[src/rtl/cnt_obi_pkg.sv]
// Shared OBI payload types, FSM state encoding and sizing helpers for the burst initiator.
package cnt_obi_pkg;

  localparam int unsigned AddrW = 32;
  localparam int unsigned DataW = 32;
  localparam int unsigned BeW   = DataW / 8;
  localparam int unsigned LenW  = 5;

  typedef enum logic [1:0] {
    IDLE   = 2'd0,
    REQ    = 2'd1,
    WAIT_R = 2'd2
  } state_e;

  typedef struct packed {
    logic             req;
    logic             we;
    logic [BeW-1:0]   be;
    logic [AddrW-1:0] addr;
    logic [DataW-1:0] wdata;
  } obi_req_t;

  typedef struct packed {
    logic             gnt;
    logic             rvalid;
    logic [DataW-1:0] rdata;
  } obi_resp_t;

  // Beat index spans 0..max_len-1
  function automatic int unsigned beat_width(input int unsigned max_len);
    return (max_len < 2) ? 1 : $clog2(max_len);
  endfunction

endpackage

[src/rtl/obi_burst_initiator.sv]
// OBI manager issuing incrementing single-outstanding bursts of up to MaxLen beats,
// with generated write data and per-beat read responses.
module obi_burst_initiator
  import cnt_obi_pkg::*;
#(
  parameter int unsigned MaxLen = 16
) (
  input  logic             clk_i,
  input  logic             rst_ni,
  input  logic             cmd_valid_i,
  output logic             cmd_ready_o,
  input  logic             cmd_we_i,
  input  logic [AddrW-1:0] cmd_addr_i,
  input  logic [DataW-1:0] cmd_wdata_i,
  input  logic [LenW-1:0]  cmd_len_i,
  output logic             rsp_valid_o,
  output logic [DataW-1:0] rsp_rdata_o,
  output logic             busy_o,
  output logic             done_o,
  output logic             bus_req_o,
  output logic             bus_we_o,
  output logic [BeW-1:0]   bus_be_o,
  output logic [AddrW-1:0] bus_addr_o,
  output logic [DataW-1:0] bus_wdata_o,
  input  logic             bus_gnt_i,
  input  logic             bus_rvalid_i,
  input  logic [DataW-1:0] bus_rdata_i
);

  localparam int unsigned BeatW = beat_width(MaxLen);

  state_e           state_q, state_d;
  logic [BeatW-1:0] beat_q, beat_d;
  logic [LenW-1:0]  len_q, len_d;
  logic             we_q, we_d;
  logic [AddrW-1:0] addr_q, addr_d;
  logic [DataW-1:0] wdata_q, wdata_d;
  obi_req_t         bus_q, bus_d;
  logic             rsp_valid_q, rsp_valid_d;
  logic [DataW-1:0] rsp_rdata_q, rsp_rdata_d;
  logic             done_q, done_d;

  obi_resp_t        bus_rsp;
  logic [LenW-1:0]  len_eff;
  logic             more_beats;

  assign bus_rsp    = '{gnt: bus_gnt_i, rvalid: bus_rvalid_i, rdata: bus_rdata_i};
  assign len_eff    = (cmd_len_i > LenW'(MaxLen)) ? LenW'(MaxLen) : cmd_len_i;
  assign more_beats = (LenW'(beat_q) + LenW'(1)) < len_q;

  // Next-state and next-output logic; bus payload is derived from the next state
  always_comb begin
    state_d     = state_q;
    beat_d      = beat_q;
    len_d       = len_q;
    we_d        = we_q;
    addr_d      = addr_q;
    wdata_d     = wdata_q;
    rsp_valid_d = 1'b0;
    rsp_rdata_d = rsp_rdata_q;
    done_d      = 1'b0;
    bus_d       = '0;

    case (state_q)
      IDLE: begin
        if (cmd_valid_i) begin
          if (len_eff != '0) begin
            state_d = REQ;
            beat_d  = '0;
            len_d   = len_eff;
            we_d    = cmd_we_i;
            addr_d  = cmd_addr_i & ~32'h3;
            wdata_d = cmd_wdata_i;
          end else begin
            done_d = 1'b1;
          end
        end
      end
      REQ: begin
        if (bus_rsp.gnt) state_d = WAIT_R;
      end
      WAIT_R: begin
        if (bus_rsp.rvalid) begin
          if (!we_q) begin
            rsp_valid_d = 1'b1;
            rsp_rdata_d = bus_rsp.rdata;
          end
          if (more_beats) begin
            state_d = REQ;
            beat_d  = beat_q + BeatW'(1);
            addr_d  = addr_q + 32'd4;
            wdata_d = wdata_q + 32'd1;
          end else begin
            state_d = IDLE;
            done_d  = 1'b1;
          end
        end
      end
      default: state_d = IDLE;
    endcase

    if (state_d == REQ) begin
      bus_d.req   = 1'b1;
      bus_d.we    = we_d;
      bus_d.be    = 4'hF;
      bus_d.addr  = addr_d;
      bus_d.wdata = wdata_d;
    end
  end

  always_ff @(posedge clk_i) begin
    if (!rst_ni) begin
      state_q     <= IDLE;
      beat_q      <= '0;
      len_q       <= '0;
      we_q        <= 1'b0;
      addr_q      <= '0;
      wdata_q     <= '0;
      bus_q       <= '0;
      rsp_valid_q <= 1'b0;
      rsp_rdata_q <= '0;
      done_q      <= 1'b0;
    end else begin
      state_q     <= state_d;
      beat_q      <= beat_d;
      len_q       <= len_d;
      we_q        <= we_d;
      addr_q      <= addr_d;
      wdata_q     <= wdata_d;
      bus_q       <= bus_d;
      rsp_valid_q <= rsp_valid_d;
      rsp_rdata_q <= rsp_rdata_d;
      done_q      <= done_d;
    end
  end

  assign cmd_ready_o = (state_q == IDLE);
  assign busy_o      = (state_q != IDLE);
  assign bus_req_o   = bus_q.req;
  assign bus_we_o    = bus_q.we;
  assign bus_be_o    = bus_q.be;
  assign bus_addr_o  = bus_q.addr;
  assign bus_wdata_o = bus_q.wdata;
  assign rsp_valid_o = rsp_valid_q;
  assign rsp_rdata_o = rsp_rdata_q;
  assign done_o      = done_q;

`ifndef SYNTHESIS
  // A response is only legal while a granted transaction is outstanding
  rvalid_in_wait_r: assert property (@(posedge clk_i) disable iff (!rst_ni)
    bus_rvalid_i |-> (state_q == WAIT_R));
`endif

endmodule

[config.mk]
export PLATFORM = sky130hd
export DESIGN_NAME = obi_burst_initiator
export DESIGN_NICKNAME = d
export VERILOG_FILES = /design/src/rtl/cnt_obi_pkg.sv /design/src/rtl/obi_burst_initiator.sv
export SDC_FILE = /design/constraint.sdc
export NUM_CORES = 1
export LEC_CHECK = 0
export ABC_AREA = 1
export CORE_MARGIN = 4
export CORE_UTILIZATION = 45
export DETAILED_ROUTE_END_ITERATION = 10
export PLACE_DENSITY = 0.77
export SLEW_MARGIN = 40
export SYNTH_ARGS = -nofsm -noshare
export SYNTH_HDL_FRONTEND = slang
export SYNTH_SLANG_ARGS = --single-unit
[constraint.sdc]
create_clock -name clk_i -period 2.1 [get_ports clk_i]
set_input_delay 0.315 -clock clk_i [delete_from_list [all_inputs] [get_ports clk_i]]
set_output_delay 0.315 -clock clk_i [all_outputs]
set_load 0.005 [all_outputs]
==> impl_metrics.json <==
{
  "area_growth_pct": 49.05,
  "utilization_pct": 68.83,
  "grt_pass1_wl_microns": 41950,
  "initial_utilization_pct": 46.18,
  "p_leak_nw": 4.650,
  "cts_htree_levels": 4,
  "grt_usage_pct": 25.15,
  "clock.fmax_mhz": 429.1,
  "maxCapViolations": 0,
  "tritoncts": "built",
  "min_path_type": "flip-flop to flip-flop",
  "yosysWarnings": 0,
  "dieWidth_microns": 144.2,
  "start_kind": "flip-flop",
  "synth_area_per_cell_sq_um": 7.132,
  "synth_cell_types": 38,
  "antenna_found_initial": 0,
  "hold_ws_ns": 0.4487,
  "gr-total-overflow": 0,
  "syn-cell-area_sq_um": 8352,
  "report.power.total_mw": 8.924,
  "worst-path-max-fanout": 8,
  "p_per_area_nw_per_um2": 716.9,
  "dieArea_sq_um": 20800,
  "vias": 9096,
  "worst_slew_pin_slew_ns": 0.5826,
  "dr.pass1.iters": 7,
  "drcViolationCount": 0,
  "slew_headroom_pct": 61.07,
  "cts_sinks": 176,
  "layout.cells.non_filler": 1650,
  "root_buffer": "clkbuf_16",
  "synth.net_count": 1285,
  "clock_path_buffers": 2,
  "grt_pass1_vias": 8672,
  "place.gp.congestion": 0.9473,
  "fin_skew_ns": 0.008177,
  "vias_per_cell": 5.513,
  "ys_seq_area_share_pct": 42.19,
  "drt_wl_total_microns": 27810,
  "drv_slew": 0,
  "dp.cells": 1607,
  "nets": 1521,
  "ir_drop_mv": 0.6816,
  "die_y_microns": 144.2,
  "critPathCaptureType": "flip-flop",
  "fin_area_sq_um": 12450,
  "final_common_cell": "clkdlybuf4s50_1",
  "rsz0062_at_grt": "true",
  "period_needed_ns": 2.331,
  "status": "finished, violations left",
  "clk_latency_ns": 0.44,
  "path_class": "flip-flop to flip-flop",
  "required_ns": 2.46,
  "hold_violations": 0,
  "layout_common_cells": "clkdlybuf4s50_1 (210), nand2_1 (188), dfxtp_1 (173)",
  "nFillCells": 1407,
  "pin_count": 213,
  "fin_crit_sh_pct": 111.0,
  "place_area_sq_um": 11110,
  "hold_buffers": 0,
  "grt_max_degree": 56,
  "place_hpwl_microns": 18740,
  "drtIter0Drc": 982,
  "finalSetupViolations": 127,
  "setup_ws_ns": -0.2307,
  "ys_ff_latch": 176,
  "cp.arrival_ns": 2.69,
  "numCtsBuffers": 17,
  "syn_inst": 1171,
  "core-area_sq_um": 18090,
  "fp-row-count": 49,
  "seq_area_sq_um": 3532,
  "multi_input_area_sq_um": 4708,
  "wl_per_cell_microns": 16.86,
  "drive_gt1_share_pct": 19.93,
  "cts.clk_slew.worst_paths_ns": 0.06,
  "io_buffers": 210,
  "drt.antenna.violating_nets": 0,
  "violations": "setup timing"
}
[final cells by class]
type | count | share of cell area (%)
antenna | 1 | 0.02010
timing repair buffer | 277 | 23.52
clock inverter | 10 | 1.266
clock buffer | 22 | 3.809
tap | 229 | 2.302
multi-input combinational | 842 | 37.82
inverter | 93 | 2.885
sequential | 176 | 28.37
[sequential cells by signal, indices dropped and copies added (netlist names)]
signal	flops
rsp_valid_o	1
we_q	1
addr_q	32
beat_q	4
len_q	5
wdata_q	32
bus_we_o	1
bus_addr_o	32
bus_wdata_o	32
bus_be_o	1
done_o	1
rsp_rdata_o	32
state_q	2
[report_power, final]
group	total [mW]	switching (mW)	leakage, nW	internal [mW]
registers	3.74	0.198	1.44	3.54
logic	1.75	0.899	2.91	0.853
clock network	3.44	1.35	0.302	2.08
[cell families (layout without fill, tap and decap cells)]
kind of cell,count (synthesis),count (layout),synth area share (%)
buffers and inverters,154,402,7.895
muxes,1,1,0.1199
other,0,1,0
adders and majority gates,7,7,1.049
DFF,176,176,42.19
and+or+nand+nor,536,537,27.84
AOI/OAI and AO/OA,287,287,19.87
xor gates and xnor gates,10,10,1.049
[metrics by stage]
step / setup TNS, ns / worst slack [ns]
global route: -29.45 / -0.3169
floorplan: -0.1496 / -0.008296
detailed placement: -9.676 / -0.1600
CTS: -6.957 / -0.1199
global placement: -6.018 / -0.1063
finish: -13.64 / -0.2307
[Yosys cell counts, drive strengths merged]
library cell / n / share of area (%)
a211oi: 3 / 0.27
a21oi: 175 / 12
a22oi: 24 / 2.2
a31oi: 1 / 0.075
and3: 1 / 0.075
buf: 35 / 2.5
clkbuf: 26 / 1.2
dfxtp: 176 / 42
ha: 7 / 1.0
inv: 93 / 4.2
mux2i: 1 / 0.12
nand2: 216 / 9.8
nand3: 101 / 6.2
nand3b: 3 / 0.27
nand4: 20 / 1.7
nor2: 172 / 8.3
nor3: 21 / 1.4
nor3b: 1 / 0.090
nor4: 1 / 0.075
o211ai: 4 / 0.36
o21a: 2 / 0.18
o21ai: 71 / 4.3
o21bai: 6 / 0.54
o22a: 1 / 0.10
xor2: 10 / 1.0
[critical path, stage by stage, from the launching register on]
cell	delay, ns
dfxtp_4	0.35
ha_4	0.17
xor2_2	0.14
ha_1	0.29
nand2_1	0.07
nand2_1	0.08
nand2_2	0.14
nand3_4	0.10
nor2_4	0.17
nand2_2	0.08
nand2_2	0.09
o21ai_4	0.08
buf_12	0.19
clkbuf_16	0.16
a21oi_1	0.14
[metal layers]
metal  global-route usage [%]  share of wire [%]  wire length (microns)
met2                    42.70                 48                  13400
met3                    7.407                9.4                   2607
met1                    29.82                 39                  10910
met4                    10.31                3.2                    896
met5                        0                  0                      0
[worst paths after layout]
| path | to | cells after the start | slack (ns) | startpoint |
|---|---|---|---|---|
| max | bus_addr_o[27] | 14 | -0.23 | beat_q[0] |
| min | addr_q[0] | 2 | 0.45 | addr_q[0] |
| max reg2reg | bus_addr_o[27] | 14 | -0.23 | beat_q[0] |
| min reg2reg | addr_q[0] | 2 | 0.45 | addr_q[0] |
[what timing repair did]
item,CTS,global route
pin swaps,14,43
resized for setup,57,111
cloned,2,4
setup buffers,5,3
setup endpoints to repair,125,133
(Power assumes the default switching activity.)
